`config.mk`:
```
export PLATFORM = sky130hd
export DESIGN_NAME = alu_sequencer_flat
export DESIGN_NICKNAME = d
export VERILOG_FILES = /design/src/rtl/alu_sequencer_if.sv /design/src/rtl/alu_sequencer.sv /design/src/flat_wrapper.sv
export SDC_FILE = /design/constraint.sdc
export NUM_CORES = 1
export LEC_CHECK = 0
export BUFFER_PORTS_ARGS = -buffer_cell sky130_fd_sc_hd__buf_2
export CAP_MARGIN = 20
export CORE_MARGIN = 5
export CORE_UTILIZATION = 65
export DETAILED_ROUTE_END_ITERATION = 10
export GPL_TIMING_DRIVEN = 1
export MAX_ROUTING_LAYER = met4
export PLACE_DENSITY = 0.94
export SYNTH_ARGS = -nofsm -noshare
export SYNTH_HDL_FRONTEND = slang
export SYNTH_SLANG_ARGS = --single-unit
export TNS_END_PERCENT = 100
```
`constraint.sdc`:
```
create_clock -name clk -period 5.47 [get_ports clk]
set_input_delay 0.547 -clock clk [delete_from_list [all_inputs] [get_ports clk]]
set_output_delay 0.547 -clock clk [all_outputs]
set_load 0.01 [all_outputs]
```
`src/rtl/alu_sequencer_if.sv`:
```
// Host, ALU and result-consumer signals of the ALU micro-program sequencer.
// The sequencer takes the slave side; the host/ALU/consumer take the master side.
interface alu_sequencer_if #(
   parameter int ADDR_W = 4
);
   logic              prog_we;
   logic [ADDR_W-1:0] prog_addr;
   logic [20:0]       prog_data;
   logic              prog_err;
   logic              start;
   logic [ADDR_W-1:0] start_addr;
   logic [ADDR_W:0]   run_len;
   logic              abort;
   logic              busy;
   logic              done;
   logic [3:0]        alu_opcode;
   logic [7:0]        alu_a;
   logic [7:0]        alu_b;
   logic [7:0]        alu_out;
   logic              res_valid;
   logic              res_ready;
   logic [7:0]        res_data;
   logic [ADDR_W-1:0] res_index;

   modport slave (
      input  prog_we, prog_addr, prog_data, start, start_addr, run_len, abort,
             alu_out, res_ready,
      output prog_err, busy, done, alu_opcode, alu_a, alu_b,
             res_valid, res_data, res_index
   );

   modport master (
      output prog_we, prog_addr, prog_data, start, start_addr, run_len, abort,
             alu_out, res_ready,
      input  prog_err, busy, done, alu_opcode, alu_a, alu_b,
             res_valid, res_data, res_index
   );
endinterface

```
`src/rtl/alu_sequencer.sv`:
```
// Issues a run of {chain, opcode, a, b} program words to the 8-bit ALU and
// returns each ALU result over a valid/ready port.
//
// state  | meaning
// IDLE   | waiting for start; program writes accepted
// ISSUE  | register operands of mem[pc] onto alu_*
// WAIT   | ALU_LATENCY cycles; result captured on the last edge
// OUTPUT | result held until consumer handshake
// DONE   | one-cycle done pulse, then back to IDLE
module alu_sequencer #(
   parameter int ADDR_W      = 4,
   parameter int ALU_LATENCY = 1
) (
   input  logic             clk,
   input  logic             rst_n,
   alu_sequencer_if.slave   bus
);
   localparam int DEPTH  = 2 ** ADDR_W;
   localparam int WAIT_W = (ALU_LATENCY > 1) ? $clog2(ALU_LATENCY) : 1;

   typedef enum logic [2:0] {IDLE, ISSUE, WAIT, OUTPUT, DONE} state_t;

   state_t              state_q, state_d;
   logic [ADDR_W-1:0]   pc_q, pc_d;
   logic [ADDR_W:0]     remaining_q, remaining_d;
   logic [WAIT_W-1:0]   wait_cnt_q, wait_cnt_d;
   logic [3:0]          alu_opcode_q, alu_opcode_d;
   logic [7:0]          alu_a_q, alu_a_d;
   logic [7:0]          alu_b_q, alu_b_d;
   logic                res_valid_q, res_valid_d;
   logic [7:0]          res_data_q, res_data_d;
   logic [ADDR_W-1:0]   res_index_q, res_index_d;
   logic [7:0]          last_result_q, last_result_d;
   logic                prog_err_q, prog_err_d;
   logic [20:0]         mem [DEPTH];
   logic [20:0]         word;
   logic                idle;

   assign idle = (state_q == IDLE);
   assign word = mem[pc_q];

   // Program RAM is deliberately left out of reset.
   always_ff @(posedge clk) begin
      if (bus.prog_we && idle) mem[bus.prog_addr] <= bus.prog_data;
   end

   always_comb begin
      state_d       = state_q;
      pc_d          = pc_q;
      remaining_d   = remaining_q;
      wait_cnt_d    = wait_cnt_q;
      alu_opcode_d  = alu_opcode_q;
      alu_a_d       = alu_a_q;
      alu_b_d       = alu_b_q;
      res_valid_d   = res_valid_q;
      res_data_d    = res_data_q;
      res_index_d   = res_index_q;
      last_result_d = last_result_q;
      prog_err_d    = bus.prog_we && !idle;

      // Abort overrides everything, including a same-edge handshake or capture.
      if (bus.abort && !idle) begin
         state_d     = IDLE;
         res_valid_d = 1'b0;
      end else begin
         unique case (state_q)
            IDLE: begin
               if (bus.start) begin
                  pc_d        = bus.start_addr;
                  remaining_d = bus.run_len;
                  state_d     = (bus.run_len == '0) ? DONE : ISSUE;
               end
            end
            ISSUE: begin
               alu_opcode_d = word[19:16];
               alu_a_d      = word[20] ? last_result_q : word[15:8];
               alu_b_d      = word[7:0];
               wait_cnt_d   = WAIT_W'(ALU_LATENCY - 1);
               state_d      = WAIT;
            end
            WAIT: begin
               if (wait_cnt_q == '0) begin
                  res_data_d    = bus.alu_out;
                  last_result_d = bus.alu_out;
                  res_index_d   = pc_q;
                  res_valid_d   = 1'b1;
                  state_d       = OUTPUT;
               end else begin
                  wait_cnt_d = wait_cnt_q - 1'b1;
               end
            end
            OUTPUT: begin
               if (res_valid_q && bus.res_ready) begin
                  res_valid_d = 1'b0;
                  pc_d        = pc_q + 1'b1;
                  remaining_d = remaining_q - 1'b1;
                  state_d     = (remaining_q == (ADDR_W+1)'(1)) ? DONE : ISSUE;
               end
            end
            DONE:    state_d = IDLE;
            default: state_d = IDLE;
         endcase
      end
   end

   always_ff @(posedge clk) begin
      if (!rst_n) begin
         state_q       <= IDLE;
         pc_q          <= '0;
         remaining_q   <= '0;
         wait_cnt_q    <= '0;
         alu_opcode_q  <= '0;
         alu_a_q       <= '0;
         alu_b_q       <= '0;
         res_valid_q   <= 1'b0;
         res_data_q    <= '0;
         res_index_q   <= '0;
         last_result_q <= '0;
         prog_err_q    <= 1'b0;
      end else begin
         state_q       <= state_d;
         pc_q          <= pc_d;
         remaining_q   <= remaining_d;
         wait_cnt_q    <= wait_cnt_d;
         alu_opcode_q  <= alu_opcode_d;
         alu_a_q       <= alu_a_d;
         alu_b_q       <= alu_b_d;
         res_valid_q   <= res_valid_d;
         res_data_q    <= res_data_d;
         res_index_q   <= res_index_d;
         last_result_q <= last_result_d;
         prog_err_q    <= prog_err_d;
      end
   end

   assign bus.busy       = !idle;
   assign bus.done       = (state_q == DONE);
   assign bus.prog_err   = prog_err_q;
   assign bus.alu_opcode = alu_opcode_q;
   assign bus.alu_a      = alu_a_q;
   assign bus.alu_b      = alu_b_q;
   assign bus.res_valid  = res_valid_q;
   assign bus.res_data   = res_data_q;
   assign bus.res_index  = res_index_q;
endmodule

```
`src/flat_wrapper.sv`:
```
// flat-port wrapper written by rule: the top's interface ports become plain ports
module alu_sequencer_flat 
#(
   parameter int ADDR_W      = 4,
   parameter int ALU_LATENCY = 1
)
  (clk, rst_n, bus_prog_we, bus_prog_addr, bus_prog_data, bus_start, bus_start_addr, bus_run_len, bus_abort, bus_alu_out, bus_res_ready, bus_prog_err, bus_busy, bus_done, bus_alu_opcode, bus_alu_a, bus_alu_b, bus_res_valid, bus_res_data, bus_res_index);
  alu_sequencer_if #(.ADDR_W(ADDR_W)) bus_i ();
  input  logic clk;
  input  logic rst_n;
  input wire logic [$bits(bus_i.prog_we)-1:0] bus_prog_we;
  input wire logic [$bits(bus_i.prog_addr)-1:0] bus_prog_addr;
  input wire logic [$bits(bus_i.prog_data)-1:0] bus_prog_data;
  input wire logic [$bits(bus_i.start)-1:0] bus_start;
  input wire logic [$bits(bus_i.start_addr)-1:0] bus_start_addr;
  input wire logic [$bits(bus_i.run_len)-1:0] bus_run_len;
  input wire logic [$bits(bus_i.abort)-1:0] bus_abort;
  input wire logic [$bits(bus_i.alu_out)-1:0] bus_alu_out;
  input wire logic [$bits(bus_i.res_ready)-1:0] bus_res_ready;
  output wire logic [$bits(bus_i.prog_err)-1:0] bus_prog_err;
  output wire logic [$bits(bus_i.busy)-1:0] bus_busy;
  output wire logic [$bits(bus_i.done)-1:0] bus_done;
  output wire logic [$bits(bus_i.alu_opcode)-1:0] bus_alu_opcode;
  output wire logic [$bits(bus_i.alu_a)-1:0] bus_alu_a;
  output wire logic [$bits(bus_i.alu_b)-1:0] bus_alu_b;
  output wire logic [$bits(bus_i.res_valid)-1:0] bus_res_valid;
  output wire logic [$bits(bus_i.res_data)-1:0] bus_res_data;
  output wire logic [$bits(bus_i.res_index)-1:0] bus_res_index;
  assign bus_i.prog_we = bus_prog_we;
  assign bus_i.prog_addr = bus_prog_addr;
  assign bus_i.prog_data = bus_prog_data;
  assign bus_i.start = bus_start;
  assign bus_i.start_addr = bus_start_addr;
  assign bus_i.run_len = bus_run_len;
  assign bus_i.abort = bus_abort;
  assign bus_i.alu_out = bus_alu_out;
  assign bus_i.res_ready = bus_res_ready;
  assign bus_prog_err = bus_i.prog_err;
  assign bus_busy = bus_i.busy;
  assign bus_done = bus_i.done;
  assign bus_alu_opcode = bus_i.alu_opcode;
  assign bus_alu_a = bus_i.alu_a;
  assign bus_alu_b = bus_i.alu_b;
  assign bus_res_valid = bus_i.res_valid;
  assign bus_res_data = bus_i.res_data;
  assign bus_res_index = bus_i.res_index;
  alu_sequencer #(.ADDR_W(ADDR_W), .ALU_LATENCY(ALU_LATENCY)) u_core (.clk(clk), .rst_n(rst_n), .bus(bus_i));
endmodule
```
==> results.cfg, run 1 <==
[drt]
ant_nets = 0
finalWirelength_um = 37900
drtIter0Drc = 1456
drtPass1Iterations = 5
vias_per_cell = 7.14
vias = 8523
wire_per_inst_um = 31.7
drcViolationCount = 0

[synth]
yosys_most_used_dff = edfxtp_1
syn-cell-area_um2 = 14900
synth_cell_types = 50
syn_nets = 821
ys_ff_latch = 386
syn_inst = 770
synth_edf_count = 336
synth_top_area_share = 0.677
ys_warn_count = 0
syn_area_per_cell_um2 = 19.4
yosysTopAreaCell = edfxtp_1
synth_async_sr_flop_share = 0
synth_area_leaders = edfxtp_1 (68%), mux4_2 (14%), dfxtp_1 (6.7%), nand2_1 (1.5%), a21boi_0 (0.86%)
synth-seq-area-share = 0.744

[status]
run_status = finished, final reports clean

[timing]
finalSetupViolations = 0
clock_skew_ps = 11.2
rsz0062_at_grt = false
finalWorstSetupSlack_ps = 2310
fmaxAchievable_mhz = 317
fin_setup_tns_ps = 0
fin_crit_sh = 0.577
worstMarginPinSlew_ps = 879
drv_slew = 0
max_slew_margin = 0.414
finalHoldViolations = 0
fin_crit_ps = 3160

[setup_path]
cp.arrival_ps = 3620
path_class = flop to flop
crit_path_max_fanout = 40
cp_num_buf_inv = 1
start_kind = flop
endpoint_kind = flop
crit_required_ps = 5940
crit_chain = buf_4 > mux2_2 > o22ai_1 > o32ai_1 > nor2b_1 > a221o_1
crit_family = flip-flops
crit_path_max_incr_delay_ps = 880
crit_slowest_cell = dfxtp_4

[grt]
antenna_found_initial = 3
grt_pass1_vias = 8564
grt_usage = 0.306
grt_max_degree = 44
grt_remaining_overflow = 0
grt_pass1_wl_um = 56500

[finish]
stdcell_count = 1193
fillers = 1130
nets = 929
drive_gt1_frac = 0.316
area_growth_pct = 13.5

[placement]
dp.cells = 1124
post-place-ws_ps = 2380
routabilityCongestion = 0.855
io_buffers = 83
hpwl_um = 19700

[floorplanning]
die_w_um = 161
start_util = 0.658
io_pins = 84
fp.coreArea_um2 = 22600
die_y_um = 161
fp.dieArea_um2 = 26100
placementRows = 55

[flow_run]
maxCapViolations = 0

[cts]
root_buffer = clkbuf_16
cts_tree = done
cts_resized = 0
clk_latency_ps = 530
cts_buffers = 37
clock_sinks = 386
cts.clk_slew.worst_paths_ps = 70
cts_buffer_depth = 3
h-tree-depth = 2
post_cts_buffers = 0
holdBufCountCts = 0

[min_path]
hp-class = input port to flop

[pwr]
p_per_area_nw_per_um2 = 405
peakVddDrop_mv = 0.178
leakage_nw = 5.56
p_total_w = 0.00686
[path summary, 6_finish.rpt]
path	from	slack, ps	end	cells past startpoint
setup reg to reg	flop	2310	u_core.bus.alu_a[2]	6
hold / removal	bus_alu_out[4]	270	u_core.last_result_q[4]	3
setup / recovery	flop	2310	u_core.bus.alu_a[2]	6
hold reg to reg	u_core.bus.alu_b[6]	440	u_core.bus.alu_b[6]	2
[power breakdown]
| part | switching, W | internal (W) | leakage [nW] |
|---|---|---|---|
| logic | 0.000442 | 0.000378 | 1.54 |
| registers | 0.000131 | 0.00330 | 3.44 |
| clock network | 0.00110 | 0.00151 | 0.586 |
[cells in the final DEF, fill, tap and decap left out, drive strengths merged, types with 2 or more instances in the layout]
cell,netlist,routed
clkinv,0,10
diode,0,3
mux4,94,94
nor2b,11,11
bufinv,0,4
nor3,11,11
o21ai,23,23
and2,9,9
mux2i,8,8
o211a,2,2
a21boi,17,17
inv,16,17
edfxtp,336,336
nand2b,4,4
nand2,60,60
nor2,24,24
a21oi,15,15
buf,16,107
clkbuf,22,48
nand3,5,5
nand4b,2,2
nand4,2,2
dfxtp,50,50
o22ai,2,2
nand3b,3,3
clkinvlp,0,3
a211oi,9,9
a221o,8,8
mux2,3,3
ha,3,3
[area by class of cell]
type	count	area [um2]	area share
timing repair buffer	107	603	0.0357
multi-input combinational	330	3580	0.211
tap	285	357	0.0211
sequential	386	11100	0.656
clock inverter	18	193	0.0114
clock buffer	48	1020	0.0603
inverter	16	60.1	0.00355
antenna	3	7.51	0.000444
[Yosys cell counts (all sizes together), types with 15 or more instances]
library cell,number
a21boi,17
a21oi,15
buf,16
clkbuf,22
dfxtp,50
edfxtp,336
inv,16
mux4,94
nand2,60
nor2,24
o21ai,23
[cell families after synthesis]
logic type / after synthesis / share of synthesized area
buffers and inverters: 54 / 0.0193
adder cells (fa/ha/maj): 3 / 0.00252
AND/OR/NAND/NOR: 138 / 0.0441
AO/OA/AOI/OAI: 84 / 0.0401
flip-flops: 386 / 0.744
multiplexers: 105 / 0.150
[flip-flops by register name (all words and copies together) (netlist names), named ones only]
signal,count
u_core.state_q,3
u_core.mem,336
u_core.bus.res_valid,1
u_core.pc_q,4
u_core.bus.alu_a,8
u_core.bus.prog_err,1
u_core.bus.alu_b,8
u_core.bus.res_index,4
u_core.remaining_q,5
u_core.last_result_q,8
u_core.bus.alu_opcode,4
[tightest hold or removal path, delay by kind of cell]
| family | cells | cell delay, ps |
|---|---|---|
| buffers and inverters | 1 | 100 |
| AO/OA/AOI/OAI | 1 | 60 |
| AND/OR/NAND/NOR | 1 | 50 |
[stage by stage]
stage,cell area (um2),utilization,hold slack (ps)
after floorplan,14900,-,451
after global placement,15700,0.693,432
after detailed placement,15700,0.693,437
after CTS,16900,0.747,264
after global routing,16900,0.747,271
final,16900,0.747,271
[layer usage]
| layer | track usage | part of all wire | up-vias | wire length [um] |
|---|---|---|---|---|
| li1 | - | - | 3307 | - |
| met1 | 0.401 | 0.35 | 4354 | 13100 |
| met2 | 0.495 | 0.51 | 763 | 19300 |
| met3 | 0.0625 | 0.11 | 99 | 4300 |
| met4 | 0.0962 | 0.031 | 0 | 1170 |
| met5 | - | 0 | - | 0 |
Note: power is estimated with default switching activity, not from simulation.
==> inputs of run 2 (changes only) <==
Settings changed: CORE_UTILIZATION 65 to 60, PLACE_DENSITY 0.94 to 0.89.
Clock period 5.47 ns to 3 ns, I/O delays scaled along.
==> results.cfg, run 2 (synthesis results as in run 1) <==
[grt]
grt_pass1_wl_um = 53000
grt_usage = 0.261
grt_remaining_overflow = 0
grt_pass1_vias = 8365
antenna_found_initial = 1
grt_max_degree = 41

[placement]
hpwl_um = 20100
dpl_cell_area_um2 = 16000
io_buffers = 83
routabilityCongestion = 0.877
post-place-ws_ps = 484

[setup_path]
timing.rr.start = u_core.state_q[0]
reg2regPathDepth = 5
cp.arrival_ps = 2740
reg2reg_slack_ps = 430
crit_chain = nor3_2 > inv_1 > or4b_1 > nor2_2 > buf_4
crit_path_max_incr_delay_ps = 690
start_kind = flop
cp-endpoint = u_core.mem[4][2]
endpoint_kind = flop
rr_endpoint = u_core.mem[4][2]
crit_required_ps = 3170
critPathLaunch = u_core.state_q[0]
crit_slowest_cell = or4b_1
crit_path_max_fanout = 21
path_class = flop to flop

[finish]
fin_area_um2 = 17200
largest_reg_flops = 336
nets = 953
regMostFlops = u_core.mem
drive_gt1_frac = 0.331
mostFrequentLayoutCells = edfxtp_1 (336), mux4_2 (94), buf_2 (83)
area_growth_pct = 15.6
layout_commonest_cell = edfxtp_1
final_util = 0.706

[timing]
drv_slew = 0
clock_skew_ps = 12.9
rsz0062_at_grt = false
fin_crit_ps = 2570
max_slew_margin = 0.541
fmaxAchievable_mhz = 389
finalHoldViolations = 0
finalWorstSetupSlack_ps = 429
finalSetupViolations = 0
fin_crit_sh = 0.857
worstMarginPinSlew_ps = 687
fin_setup_tns_ps = 0

[drt]
drtPass1Iterations = 6
drtIter0Drc = 1525
vias_per_cell = 6.55
wire_per_inst_um = 27.9
drcViolationCount = 0
vias = 8225
finalWirelength_um = 35100
ant_nets = 0

[floorplanning]
io_pins = 84
fp.dieArea_um2 = 28100
start_util = 0.611
die_w_um = 168
placementRows = 57
die_y_um = 168
fp.coreArea_um2 = 24400

[cts]
cts_tree = done
holdBufCountCts = 0
cts_buffers = 37
cts_resized = 0
cts_buffer_depth = 3
clk_latency_ps = 530
root_buffer = clkbuf_16
post_cts_buffers = 0
h-tree-depth = 2
clock_sinks = 386
cts.clk_slew.worst_paths_ps = 60

[pwr]
leakage_nw = 5.72
p_per_area_nw_per_um2 = 729
peakVddDrop_mv = 0.532
p_total_w = 0.0126
p_clk_frac = 0.380
p_int_w = 0.00957
switching_power_w = 0.00298
p_sw_frac = 0.238
seqPwrFrac = 0.495
power_frac_comb = 0.125

[min_path]
hp-class = input port to flop
worstHoldPathCells = 3

[status]
run_status = finished, final reports clean

[flow_run]
maxCapViolations = 0
-- run 2: cell types whose count changed in the layout (fill, tap and decap cells not counted), moves of 2 or more --
cell,change
buf_12,+5
clkinv_1,+6
clkbuf_1,-4
diode_2,-2
buf_4,+20
-- run 2: stage by stage --
stage               hold slack, ps  cells
floorplan                      399    770
CTS                           13.8   1253
finish                        14.9   1255
detailed placement             441   1186
global placement               432   1186
global route                  25.7   1255
-- run 2: critical path: cells and delay by family, from the launching register on --
family | cells | cell delay (ps)
simple gates | 3 | 1250
buf+inv | 2 | 530
flops | 1 | 430
-- run 2: per-layer routing --
| metal | wire [um] | vias up | track usage |
|---|---|---|---|
| met5 | 0 | - | - |
| met4 | 899 | 0 | 0.0734 |
| li1 | - | 3370 | - |
| met3 | 3170 | 70 | 0.0384 |
| met2 | 17900 | 576 | 0.426 |
| met1 | 13100 | 4209 | 0.351 |
-- run 2: how the worst min path moves through the flow --
stage / start / end / slack, ps
2_1_floorplan: bus_prog_data[0] / u_core.mem[0][0] / 400
3_3_place_gp: u_core.bus.alu_opcode[1] / u_core.bus.alu_opcode[1] / 430
3_5_place_dp: u_core.bus.alu_b[0] / u_core.bus.alu_b[0] / 440
4_1_cts: bus_alu_out[1] / u_core.last_result_q[1] / 10
5_1_grt: bus_alu_out[5] / u_core.last_result_q[5] / 30
6_report: bus_alu_out[1] / u_core.last_result_q[1] / 10
-- run 2: cell type report --
cell class / instances / area [um2]
timing repair buffer: 131 / 838
fill: 1388 / 7170
sequential: 386 / 11100
clock buffer: 44 / 1000
clock inverter: 23 / 235
tap: 324 / 405
multi-input combinational: 330 / 3580
inverter: 16 / 60.1
antenna: 1 / 2.50
-- run 2: power by group through the flow --
stage,Combinational (W),Clock [W],Sequential (W)
final,0.00156,0.00477,0.00621
after global routing,0.00168,0.00506,0.00623
after global placement,0.00146,0,0.00630
after CTS,0.00156,0.00480,0.00621
after floorplan,0.00112,0,0.00620
after detailed placement,0.00152,0,0.00632
